## src/rtl/loa_pkg.sv

```systemverilog
// ----------------------------------------------------------------------------
// loa_pkg : shared constants and helpers for the Lower-part OR Adder (LOA).
//   LOA_N_DEF     default operand / sum width
//   LOA_K_DEF     default number of approximate low-order bits
//   loa_ref_width width of an exact unsigned sum of two n-bit operands (n+1)
// ----------------------------------------------------------------------------
package loa_pkg;

    localparam int LOA_N_DEF = 4;
    localparam int LOA_K_DEF = 2;

    function automatic int loa_ref_width(input int n);
        return n + 1;
    endfunction

endpackage

```

## src/rtl/loa_if.sv

```systemverilog
// ----------------------------------------------------------------------------
// loa_if : operand / result bundle for loa_adder.
//   i_Valid, i_A, i_B       operands (driven by master)
//   o_Valid, o_Sum, o_Cout  registered result (driven by slave)
//   o_ErrDist               |exact - approx|, present only with LOA_ERRDIST_EN
// Modports: master (operand source / result sink), slave (the adder).
// ----------------------------------------------------------------------------
interface loa_if #(
    parameter int N = loa_pkg::LOA_N_DEF
);
    logic         i_Valid;
    logic [N-1:0] i_A;
    logic [N-1:0] i_B;
    logic         o_Valid;
    logic [N-1:0] o_Sum;
    logic         o_Cout;
`ifdef LOA_ERRDIST_EN
    logic [N:0]   o_ErrDist;
`endif

    modport master (
        output i_Valid, i_A, i_B,
`ifdef LOA_ERRDIST_EN
        input  o_ErrDist,
`endif
        input  o_Valid, o_Sum, o_Cout
    );

    modport slave (
        input  i_Valid, i_A, i_B,
`ifdef LOA_ERRDIST_EN
        output o_ErrDist,
`endif
        output o_Valid, o_Sum, o_Cout
    );
endinterface

```

## src/rtl/loa_full_adder.sv

```systemverilog
// ----------------------------------------------------------------------------
// loa_full_adder : 1-bit full adder, one cell of the exact upper ripple chain.
//   i_A, i_B, i_Cin -> o_S (sum), o_Cout (carry)
// ----------------------------------------------------------------------------
module loa_full_adder (
    input  logic i_A,
    input  logic i_B,
    input  logic i_Cin,
    output logic o_S,
    output logic o_Cout
);
    assign o_S    = i_A ^ i_B ^ i_Cin;
    assign o_Cout = (i_A & i_B) | (i_Cin & (i_A ^ i_B));
endmodule

```

## src/rtl/loa_adder.sv

```systemverilog
// ----------------------------------------------------------------------------
// loa_adder : N-bit Lower-part OR Adder with a one-cycle registered result.
//   Bits [K-1:0] are A|B; bits [N-1:K] are an exact ripple add whose carry-in
//   is A[K-1]&B[K-1]. Result {o_Cout,o_Sum} is registered on i_Valid.
// Ports:
//   i_Clk    rising-edge clock
//   i_Rst_n  synchronous active-low reset (clears o_Valid/o_Sum/o_Cout)
//   io_Bus   loa_if.slave: i_Valid/i_A/i_B in, o_Valid/o_Sum/o_Cout out
// Optional: define LOA_ERRDIST_EN to add io_Bus.o_ErrDist = |(A+B) - result|.
// ----------------------------------------------------------------------------
module loa_adder
    import loa_pkg::*;
#(
    parameter int N = LOA_N_DEF,
    parameter int K = LOA_K_DEF
) (
    input  logic  i_Clk,
    input  logic  i_Rst_n,
    loa_if.slave  io_Bus
);
    if (N < 1 || K < 0 || K > N) begin : g_bad_param
        $error("loa_adder: need N >= 1 and 0 <= K <= N");
    end

    logic [N-1:0] w_Sum;
    logic [N-K:0] w_Carry;   // w_Carry[0] is the injected carry, [N-K] is cout

    // Lower OR lane and injected carry; with K=0 the adder is fully exact.
    if (K == 0) begin : g_no_lower
        assign w_Carry[0] = 1'b0;
    end else begin : g_lower
        assign w_Sum[K-1:0] = io_Bus.i_A[K-1:0] | io_Bus.i_B[K-1:0];
        assign w_Carry[0]   = io_Bus.i_A[K-1] & io_Bus.i_B[K-1];
    end

    // Exact upper ripple chain; empty when K=N, leaving cout = injected carry.
    for (genvar i = 0; i < N - K; i++) begin : g_fa
        loa_full_adder u_fa (
            .i_A    (io_Bus.i_A[K+i]),
            .i_B    (io_Bus.i_B[K+i]),
            .i_Cin  (w_Carry[i]),
            .o_S    (w_Sum[K+i]),
            .o_Cout (w_Carry[i+1])
        );
    end

    logic         r_Valid;
    logic [N-1:0] r_Sum;
    logic         r_Cout;

    always_ff @(posedge i_Clk) begin
        if (!i_Rst_n) begin
            r_Valid <= 1'b0;
            r_Sum   <= '0;
            r_Cout  <= 1'b0;
        end else begin
            r_Valid <= io_Bus.i_Valid;
            if (io_Bus.i_Valid) begin
                r_Sum  <= w_Sum;
                r_Cout <= w_Carry[N-K];
            end
        end
    end

    assign io_Bus.o_Valid = r_Valid;
    assign io_Bus.o_Sum   = r_Sum;
    assign io_Bus.o_Cout  = r_Cout;

`ifdef LOA_ERRDIST_EN
    logic [N:0] w_Exact;
    logic [N:0] w_Approx;
    logic [N:0] w_ErrDist;
    logic [N:0] r_ErrDist;

    assign w_Exact   = {1'b0, io_Bus.i_A} + {1'b0, io_Bus.i_B};
    assign w_Approx  = {w_Carry[N-K], w_Sum};
    // Approximation can land on either side of the exact sum (the injected
    // carry overshoots, the OR lane undershoots), so take the magnitude.
    assign w_ErrDist = (w_Approx >= w_Exact) ? (w_Approx - w_Exact)
                                             : (w_Exact - w_Approx);

    always_ff @(posedge i_Clk) begin
        if (!i_Rst_n) begin
            r_ErrDist <= '0;
        end else if (io_Bus.i_Valid) begin
            r_ErrDist <= w_ErrDist;
        end
    end

    assign io_Bus.o_ErrDist = r_ErrDist;
`endif

endmodule

```

## src/flat_wrapper.sv

```systemverilog
// flat-port wrapper written by rule: the top's interface ports become plain ports
module loa_adder_flat import loa_pkg::*;
#(
    parameter int N = LOA_N_DEF,
    parameter int K = LOA_K_DEF
)
  (i_Clk, i_Rst_n, io_Bus_i_Valid, io_Bus_i_A, io_Bus_i_B, io_Bus_o_Valid, io_Bus_o_Sum, io_Bus_o_Cout);
  loa_if #(.N(N)) io_Bus_i ();
  input  logic i_Clk;
  input  logic i_Rst_n;
  input wire logic [$bits(io_Bus_i.i_Valid)-1:0] io_Bus_i_Valid;
  input wire logic [$bits(io_Bus_i.i_A)-1:0] io_Bus_i_A;
  input wire logic [$bits(io_Bus_i.i_B)-1:0] io_Bus_i_B;
  output wire logic [$bits(io_Bus_i.o_Valid)-1:0] io_Bus_o_Valid;
  output wire logic [$bits(io_Bus_i.o_Sum)-1:0] io_Bus_o_Sum;
  output wire logic [$bits(io_Bus_i.o_Cout)-1:0] io_Bus_o_Cout;
  assign io_Bus_i.i_Valid = io_Bus_i_Valid;
  assign io_Bus_i.i_A = io_Bus_i_A;
  assign io_Bus_i.i_B = io_Bus_i_B;
  assign io_Bus_o_Valid = io_Bus_i.o_Valid;
  assign io_Bus_o_Sum = io_Bus_i.o_Sum;
  assign io_Bus_o_Cout = io_Bus_i.o_Cout;
  loa_adder #(.N(N), .K(K)) u_core (.i_Clk(i_Clk), .i_Rst_n(i_Rst_n), .io_Bus(io_Bus_i));
endmodule
```

## config.mk

```make
export PLATFORM = sky130hd
export DESIGN_NAME = loa_adder_flat
export DESIGN_NICKNAME = d
export VERILOG_FILES = /design/src/rtl/loa_pkg.sv /design/src/rtl/loa_if.sv /design/src/rtl/loa_full_adder.sv /design/src/rtl/loa_adder.sv /design/src/flat_wrapper.sv
export SDC_FILE = /design/constraint.sdc
export NUM_CORES = 1
export LEC_CHECK = 0
export CAP_MARGIN = 15
export CORE_AREA = 2 2 39 41
export CTS_BUF_LIST = sky130_fd_sc_hd__clkbuf_4 sky130_fd_sc_hd__clkbuf_8
export CTS_CLUSTER_DIAMETER = 30
export DETAILED_ROUTE_END_ITERATION = 16
export DIE_AREA = 0 0 41 43
export SLEW_MARGIN = 30
export SYNTH_ARGS = -nofsm -noshare
export SYNTH_HDL_FRONTEND = slang
export SYNTH_SLANG_ARGS = --single-unit
```

## constraint.sdc

```tcl
create_clock -name i_Clk -period 1.95 [get_ports i_Clk]
set_clock_uncertainty 0.1 [all_clocks]
set_input_delay 0.39 -clock i_Clk [delete_from_list [all_inputs] [get_ports i_Clk]]
set_output_delay 0.39 -clock i_Clk [all_outputs]
set_load 0.02 [all_outputs]
```

# After elaboration in Yosys (flattened, before gate mapping)
# Cells that the tools add are included.
# word_totals
ff_bits	6
inputBits	11
output_inout_bits	6
# classes
n_bitwise	12
# ops
operator	n
bitwise AND 1 bit	5
bitwise XOR 1 bit	4
OR 1 bit	2
OR 2 bit	1

# Logic depth before layout (Yosys ltp)
# Gate-level depths: netlist of the first run.
# depth
ltp_word	5
ltp_mapped	6
depth_no_buf	6

# Cells and area by module
# A second synthesis of the first run with hierarchy kept.
# unflattened
cells_unflattened	23
hier_area_um2	261.5
# by_module_without_submodules
module	seq_area_each_um2	instances	area_each_um2	cells_each
loa_adder	120.1	1	221.5	21
loa_full_adder	0.0	2	20.0	1

# Least setup slack after synthesis of the first run
# Ideal clock, no wire load.
# synth_timing
path_kind	input-to-reg
startpoint	input port io_Bus_i_A[1]
endpoint	register u_core.r_Sum[3], in the netlist u_core.io_Bus.o_Sum[3]
stages	6
arrival_ns	1.526
slack_ns	0.266
n_path_buf	0
cell_sequence	and2_1 -> fa_1 -> inv_1 -> fa_1 -> nand2_1 -> o211a_1
# synth_via
elab_chain_cells	4
# synth_lines
element	line	text
from (decl)	flat_wrapper.sv:12	input wire logic [$bits(io_Bus_i.i_A)-1:0] io_Bus_i_A;
bitwise AND 1 bit	loa_adder.sv:33	assign w_Carry[0] = io_Bus.i_A[K-1] & io_Bus.i_B[K-1];
bitwise AND 1 bit	loa_full_adder.sv:13	assign o_Cout = (i_A & i_B) | (i_Cin & (i_A ^ i_B));
OR 1 bit	loa_full_adder.sv:13	
bitwise XOR 1 bit	loa_full_adder.sv:12	assign o_S = i_A ^ i_B ^ i_Cin;
to (signal assigned)	loa_adder.sv:59	r_Sum <= w_Sum;
to (decl)	loa_adder.sv:48	logic [N-1:0] r_Sum;
# Every way passes these cells.
# A chain may end at the register's enable or synchronous reset.

# Final worst setup path of the first run
# layout_timing
startpoint	input port io_Bus_i_B[2]
endpoint	register u_core.r_Sum[3], in the netlist u_core.io_Bus.o_Sum[3]
# layout_via
elab_chain_cells	4
# layout_lines
element	line	text
from (decl)	flat_wrapper.sv:13	input wire logic [$bits(io_Bus_i.i_B)-1:0] io_Bus_i_B;
bitwise XOR 1 bit	loa_full_adder.sv:13	
bitwise AND 1 bit	loa_full_adder.sv:13	
OR 1 bit *	loa_full_adder.sv:13	
bitwise XOR 1 bit *	loa_full_adder.sv:12	
# Mark *: on every way between the ends. The rest lies on a longest branch, timed or not.

==> results of run 1 <==
==> flip-flops by register name, indices dropped and copies added, names as in the netlist <==
name,cells
u_core.io_Bus.o_Valid,1
u_core.io_Bus.o_Sum,4
u_core.io_Bus.o_Cout,1
==> per-stage QoR <==
step | power [mW] | util | std cells | worst slack [ns] | cell area [µm²]
2_1_floorplan | 0.175 | - | 26 | 0.266 | 268
3_3_place_gp | 0.216 | 0.316 | 57 | -0.211 | 437
3_5_place_dp | 0.219 | 0.316 | 57 | -0.262 | 437
4_1_cts | 0.335 | 0.333 | 60 | 0.0106 | 460
5_1_grt | 0.352 | 0.335 | 60 | 0.0396 | 463
6_report | 0.326 | 0.335 | 60 | 0.100 | 463
==> worst max path at each step <==
stage,start,to,slack [ns],depth (start not counted)
floorplan,io_Bus_i_A[1],u_core.io_Bus.o_Sum[3],0.27,6
global placement,io_Bus_i_B[1],u_core.io_Bus.o_Sum[3],-0.21,7
detailed placement,io_Bus_i_A[1],u_core.io_Bus.o_Sum[3],-0.26,7
CTS,io_Bus_i_B[1],u_core.io_Bus.o_Sum[3],0.01,7
global route,io_Bus_i_B[2],u_core.io_Bus.o_Sum[3],0.04,6
finish,io_Bus_i_B[2],u_core.io_Bus.o_Sum[3],0.10,6
==> final cells by class <==
class                   count  area share
well taps                  16      0.0432
clock buffers               3      0.0486
repair buffers             16       0.349
multi-input cells          16       0.276
inverters                   3      0.0243
flip-flops and latches      6       0.259
==> power by group <==
group          switching, mW  internal (mW)  total (mW)
Clock                 0.0420         0.0694       0.111
Sequential           0.00416          0.133       0.137
Combinational         0.0328         0.0450      0.0778
Total                 0.0789          0.247       0.326
==> layout by cell type (no fill, tap or decap), types with 2 or more instances in the layout <==
cell and n:
sky130_fd_sc_hd__o21ai_0 2, sky130_fd_sc_hd__nor2_1 2, sky130_fd_sc_hd__clkbuf_4 3, sky130_fd_sc_hd__nand2_1 2, sky130_fd_sc_hd__o211a_1 2, sky130_fd_sc_hd__fa_1 2, sky130_fd_sc_hd__clkdlybuf4s50_1 14, sky130_fd_sc_hd__a21oi_1 2
sky130_fd_sc_hd__dfxtp_1 6, sky130_fd_sc_hd__inv_1 3
==> routing by layer <==
layer  track usage  vias to the layer above
met1        0.0749                      113
met2         0.119                       13
met4        0.0600                        0
met5             0                        -
met3        0.0942                        0
li1              -                      120
==> cell families (layout without fill, tap and decap cells) <==
kind of cell	after synthesis	after routing	share of synthesized area
compound gates	6	6	0.150
fa+ha+maj	2	2	0.150
simple gates	7	7	0.131
mux	1	1	0.0374
flops	6	6	0.449
buf+inv	4	22	0.0841
==> worst register-to-register path: stages, from the launching register on <==
cell	delay (ns)
sky130_fd_sc_hd__dfxtp_1	0.30
sky130_fd_sc_hd__o21ai_0	0.16
sky130_fd_sc_hd__a21oi_1	0.06
==> results.toml, run 1 <==
[run_status]
run_status = "completed"

[global_route]
first_global_vias = 237
wire_length_of_the_first_global_routing_pass_um = 897
grt_usage = 0.0887
grt.overflow.total = 0
grt_antenna_before_repair = 0
grt_max_degree = 11

[cells_and_area]
multi_input_comb_area_um2 = 128
nets = 59
n_antenna_cell = 0
syn2layout_area_growth_pct = 72.9
seq_area_um2 = 120
share_of_cells_above_drive_strength_1 = 0.114
nFillCells = 151

[synth]
number_of_synthesized_register_bits = 6
share_of_the_yosys_chip_area_belonging_to_registers = 0.449
synth_cells = 26
synth_async_sr_flop_share = 0
synth.cell_area_um2 = 268
avgSynthCellArea_um2 = 10.3
synth.distinct_cells = 13
netlist.area_leader.share = 0.449
synth_warnings = 0
synth_common_cells = "6 x sky130_fd_sc_hd__dfxtp_1, 3 x sky130_fd_sc_hd__inv_1"
dominantRegCellSynth = "sky130_fd_sc_hd__dfxtp_1"
synth_area_leaders = "sky130_fd_sc_hd__dfxtp_1 45%, sky130_fd_sc_hd__fa_1 15%, sky130_fd_sc_hd__o211a_1 7.5%"
synth_enable_flop_cells = 0
synth_most_common_cell = "sky130_fd_sc_hd__dfxtp_1"
synthDominantAreaCellType = "sky130_fd_sc_hd__dfxtp_1"
syn-num-nets = 39

[routing]
wl_per_cell_um = 8.90
detail_route.iter0.violations = 3
drt-total-wl_um = 534
met2_wirelength_um = 247
top_signal_layer_used = "met3"
drc = 0
routed_via_density = 4.10
dr_wl_met3_um = 73
vias = 246
drt-met1-wl_um = 213
tritonroute_pass_1_iters = 3
final_antenna_net_count = 0

[cts]
cts-htree-levels = 1
cts.sinks = 6
tritoncts = "yes"
cts.path.max_buffers = 2
cts_setup_buffers = 0
cts.hold.buffers_added = 0
worst_skew_pair.late_latency_ns = 0.24
ctsRootBufferMaster = "sky130_fd_sc_hd__clkbuf_4"
postCtsResizedCells = 2
clk_transition_reported_paths_ns = 0.04
numCtsBuffers = 3

[setup_path]
reg2reg_from = "u_core.io_Bus.o_Sum[0]"
cp_data_arrival_time_ns = 1.94
critPathLaunchType = "primary input"
rr_worst_depth = 2
critical_path.slowest_cell = "sky130_fd_sc_hd__clkdlybuf4s50_1"
worstPathMaxFanout = 1
rr_endpoint = "u_core.io_Bus.o_Sum[0]"
critical-path-top-delay-family = "adder cells"
endpoint_kind = "register"
cp_data_required_time_ns = 2.04
crit_path_largest_cell_delay_ns = 0.43
reg2reg_setup_slack_ns = 1.21
timing.critical_path.mode_cell = "sky130_fd_sc_hd__fa_1"
critical_path.cell_chain = "clkdlybuf4s50_1, fa_1, inv_1, fa_1, nand2_1, o211a_1"
ws_path_type = "primary input to register"
critical_path_buf_inv_count = 2

[sta]
clock.fmax_mhz = 541
fin_worst_hold_slack_ns = 0.368
setup_repair_after_global_routing_missed_its_margin = "no"
period_needed_ns = 1.85
finalSetupViolCount = 0
slew_headroom = 0.781
timing.final.crit_share = 0.949
final_max_slew_viol_count = 0
setup_total_negative_slack_ns = 0
timing_worst_slew_pin_value_ns = 0.327
final_hold_viol_count = 0

[floorplan]
die_w_um = 41
die_height_um = 43
die_area_mm2 = 0.00176
design.portCount = 17
starting_utilization_of_the_core_area = 0.193
core_box_area_mm2 = 0.00138
floorplan.rows = 14

[flow_run]
drv.max_cap_violation_count = 0

[worst_hold_path]
worst_hold_path.num_cells = 3
worst_hold_check_path_type = "primary input to register"
whs_endpoint = "u_core.io_Bus.o_Sum[1]"
hp-start = "io_Bus_i_B[1]"

[power]
p_leak_nw = 0.215
cell_area_power_density_mw_per_mm2 = 705
max-vdd-ir-drop_mv = 0.437

[placement]
finalWeightedCongestion = 0.645
post-dp-hpwl_um = 423
port-buffer-count = 16
Note: power is estimated with default switching activity, not from simulation.
==> run 2: changes to the inputs <==
SYNTH_HIERARCHICAL = 1   (was default)
==> run 2 against run 1 <==
  * First-iteration DRC count fell by 67%
  * Synthesized area fell by 2.3%
  * Sequential power barely moved
  * Clock-buffer cell count did not move
  * Setup slack improved by 0.027 ns
  * Final area did not move
  * Hold slack got worse by 0.013 ns
  * Clock power rose by 4%
  * Sequential share of layout area did not move
  * Via count fell by 8.9%
  * Routed wire length rose by 4.9%
  * Critical path type unchanged
  * Critical endpoint is now u_core/io_Bus.o_Sum[3]
  * Largest power group unchanged
==> results.toml, run 2 <==
[run_status]
run_status = "completed"

[worst_hold_path]
worst_hold_check_path_type = "primary input to register"
worst_hold_path.num_cells = 3

[global_route]
grt_usage = 0.0796
grt.overflow.total = 0
grt_antenna_before_repair = 0
first_global_vias = 217
wire_length_of_the_first_global_routing_pass_um = 855
grt_max_degree = 9

[synth]
netlist.area_leader.share = 0.459
synth_enable_flop_cells = 0
synth_common_cells = "6 x sky130_fd_sc_hd__dfxtp_1, 3 x sky130_fd_sc_hd__mux2i_1, 3 x sky130_fd_sc_hd__nor2b_1"
share_of_the_yosys_chip_area_belonging_to_registers = 0.459
synth_cells = 23
synthDominantAreaCellType = "sky130_fd_sc_hd__dfxtp_1"
avgSynthCellArea_um2 = 11.4
syn-num-nets = 36
number_of_synthesized_register_bits = 6
synth_most_common_cell = "sky130_fd_sc_hd__dfxtp_1"
dominantRegCellSynth = "sky130_fd_sc_hd__dfxtp_1"
synth_async_sr_flop_share = 0
synth_area_leaders = "sky130_fd_sc_hd__dfxtp_1 46%, sky130_fd_sc_hd__fa_1 15%, sky130_fd_sc_hd__mux2i_1 11%"
synth.cell_area_um2 = 262
synth_warnings = 6
synth.distinct_cells = 10

[cells_and_area]
nets = 56
share_of_cells_above_drive_strength_1 = 0.146
syn2layout_area_growth_pct = 77.0
max_reg_flops = 4
n_antenna_cell = 0
finalInstanceArea_um2 = 463
mostFrequentLayoutCell = "sky130_fd_sc_hd__clkdlybuf4s50_1"
mostFrequentLayoutCells = "14 x sky130_fd_sc_hd__clkdlybuf4s50_1, 6 x sky130_fd_sc_hd__dfxtp_1, 3 x sky130_fd_sc_hd__clkbuf_4, 3 x sky130_fd_sc_hd__mux2i_1, 3 x sky130_fd_sc_hd__nor2b_1"

[floorplan]
die_w_um = 41
core_box_area_mm2 = 0.00138
die_height_um = 43
die_area_mm2 = 0.00176
design.portCount = 17
starting_utilization_of_the_core_area = 0.189
floorplan.rows = 14

[sta]
final_hold_viol_count = 0
postLayoutSetupSlackWorst_ns = 0.127
fin_worst_hold_slack_ns = 0.354
period_needed_ns = 1.82
slew_headroom = 0.767
setup_repair_after_global_routing_missed_its_margin = "no"
final_max_slew_viol_count = 0
timing.final.crit_share = 0.935
setup_total_negative_slack_ns = 0
timing_worst_slew_pin_value_ns = 0.349
finalSetupViolCount = 0
clock.fmax_mhz = 549

[setup_path]
endpoint_kind = "register"
crit_path_largest_cell_delay_ns = 0.43
rr_endpoint = "u_core/io_Bus.o_Sum[1]"
critical_path.slowest_cell = "sky130_fd_sc_hd__clkdlybuf4s50_1"
critPathLaunchType = "primary input"
cp_data_arrival_time_ns = 1.86
critPathLaunch = "io_Bus_i_A[2]"
rr_worst_depth = 2
worst_setup_path_endpoint = "u_core/io_Bus.o_Sum[3]"
reg2reg_setup_slack_ns = 1.23
ws_path_type = "primary input to register"
reg2reg_from = "u_core/io_Bus.o_Sum[1]"
critical_path.cell_chain = "clkdlybuf4s50_1, fa_2, fa_1, mux2i_1, nor2b_1"
worstPathMaxFanout = 1
cp_data_required_time_ns = 1.98

[placement]
post-dp-hpwl_um = 413
finalWeightedCongestion = 0.596
post_dp_cell_area_um2 = 430
port-buffer-count = 16
preCtsSetupSlack_ns = -0.272

[cts]
clk_transition_reported_paths_ns = 0.04
tritoncts = "yes"
cts-htree-levels = 1
cts.path.max_buffers = 2
ctsRootBufferMaster = "sky130_fd_sc_hd__clkbuf_4"
cts.sinks = 6
numCtsBuffers = 3
worst_skew_pair.late_latency_ns = 0.24

[power]
p_leak_nw = 0.198
max-vdd-ir-drop_mv = 0.310
totalPowerFinal_uw = 331
cell_area_power_density_mw_per_mm2 = 715

[routing]
detail_route.iter0.violations = 1
tritonroute_pass_1_iters = 2
drt-total-wl_um = 560
vias = 224
final_antenna_net_count = 0
drc = 0
routed_via_density = 3.93
wl_per_cell_um = 9.82

[flow_run]
drv.max_cap_violation_count = 0
-- run 2: kinds of logic (layout without fill, tap and decap cells) --
kind of cell	after synthesis	in the layout	share of synthesized area
buffers and inverters	1	19	0.0431
adder cells (fa/ha/maj)	2	2	0.153
multiplexers	3	3	0.115
flip-flops	6	6	0.459
AO/OA/AOI/OAI	4	4	0.0766
AND/OR/NAND/NOR	7	7	0.153
-- run 2: worst max-delay path: cells and delay by family --
kind                     cells  cell delay (ns)
adder cells (fa/ha/maj)      2             0.82
AND/OR/NAND/NOR              1             0.06
multiplexers                 1             0.15
buffers and inverters        1             0.43
-- run 2: metal layers --
layer  vias up  global-route usage  share of wire
met5         -                   0              0
met4         0              0.0400              0
met3         0              0.0785           0.16
met2        15              0.0906           0.41
met1        98              0.0942           0.42
li1        111                   -              -
-- run 2: cell type report --
class / instances / area [µm²]
tap: 16 / 20.0
clock buffer: 3 / 22.5
multi-input combinational: 16 / 135
timing repair buffer: 16 / 165
sequential: 6 / 120
fill: 158 / 921
-- run 2: through the flow --
stage / std cells / utilization
finish: 57 / 0.335
global route: 57 / 0.335
CTS: 57 / 0.329
detailed placement: 54 / 0.311
global placement: 54 / 0.311
floorplan: 23 / -
-- run 2: repair_timing --
item | CTS | global route
pin swaps | 0 | 2
setup buffers | 0 | 0
endpoints found under the setup margin | 1 | 1
hold buffers | 0 | 0
resized for setup | 1 | 3
-- run 2: worst min path at each step --
| stage | start | endpoint | slack [ns] |
|---|---|---|---|
| global route | io_Bus_i_A[1] | u_core/io_Bus.o_Sum[1] | 0.38 |
| floorplan | i_Rst_n | u_core/io_Bus.o_Cout | 0.42 |
| CTS | u_core/io_Bus.o_Sum[0] | u_core/io_Bus.o_Sum[0] | 0.43 |
| detailed placement | u_core/io_Bus.o_Cout | u_core/io_Bus.o_Cout | 0.41 |
| finish | io_Bus_i_A[1] | u_core/io_Bus.o_Sum[1] | 0.35 |
| global placement | u_core/io_Bus.o_Cout | u_core/io_Bus.o_Cout | 0.40 |
-- run 2: where the power goes --
part | leakage (nW) | switching, mW | internal (mW)
clock network | 0.0138 | 0.0454 | 0.0697
registers | 0.0498 | 0.00406 | 0.133
logic | 0.134 | 0.0326 | 0.0463
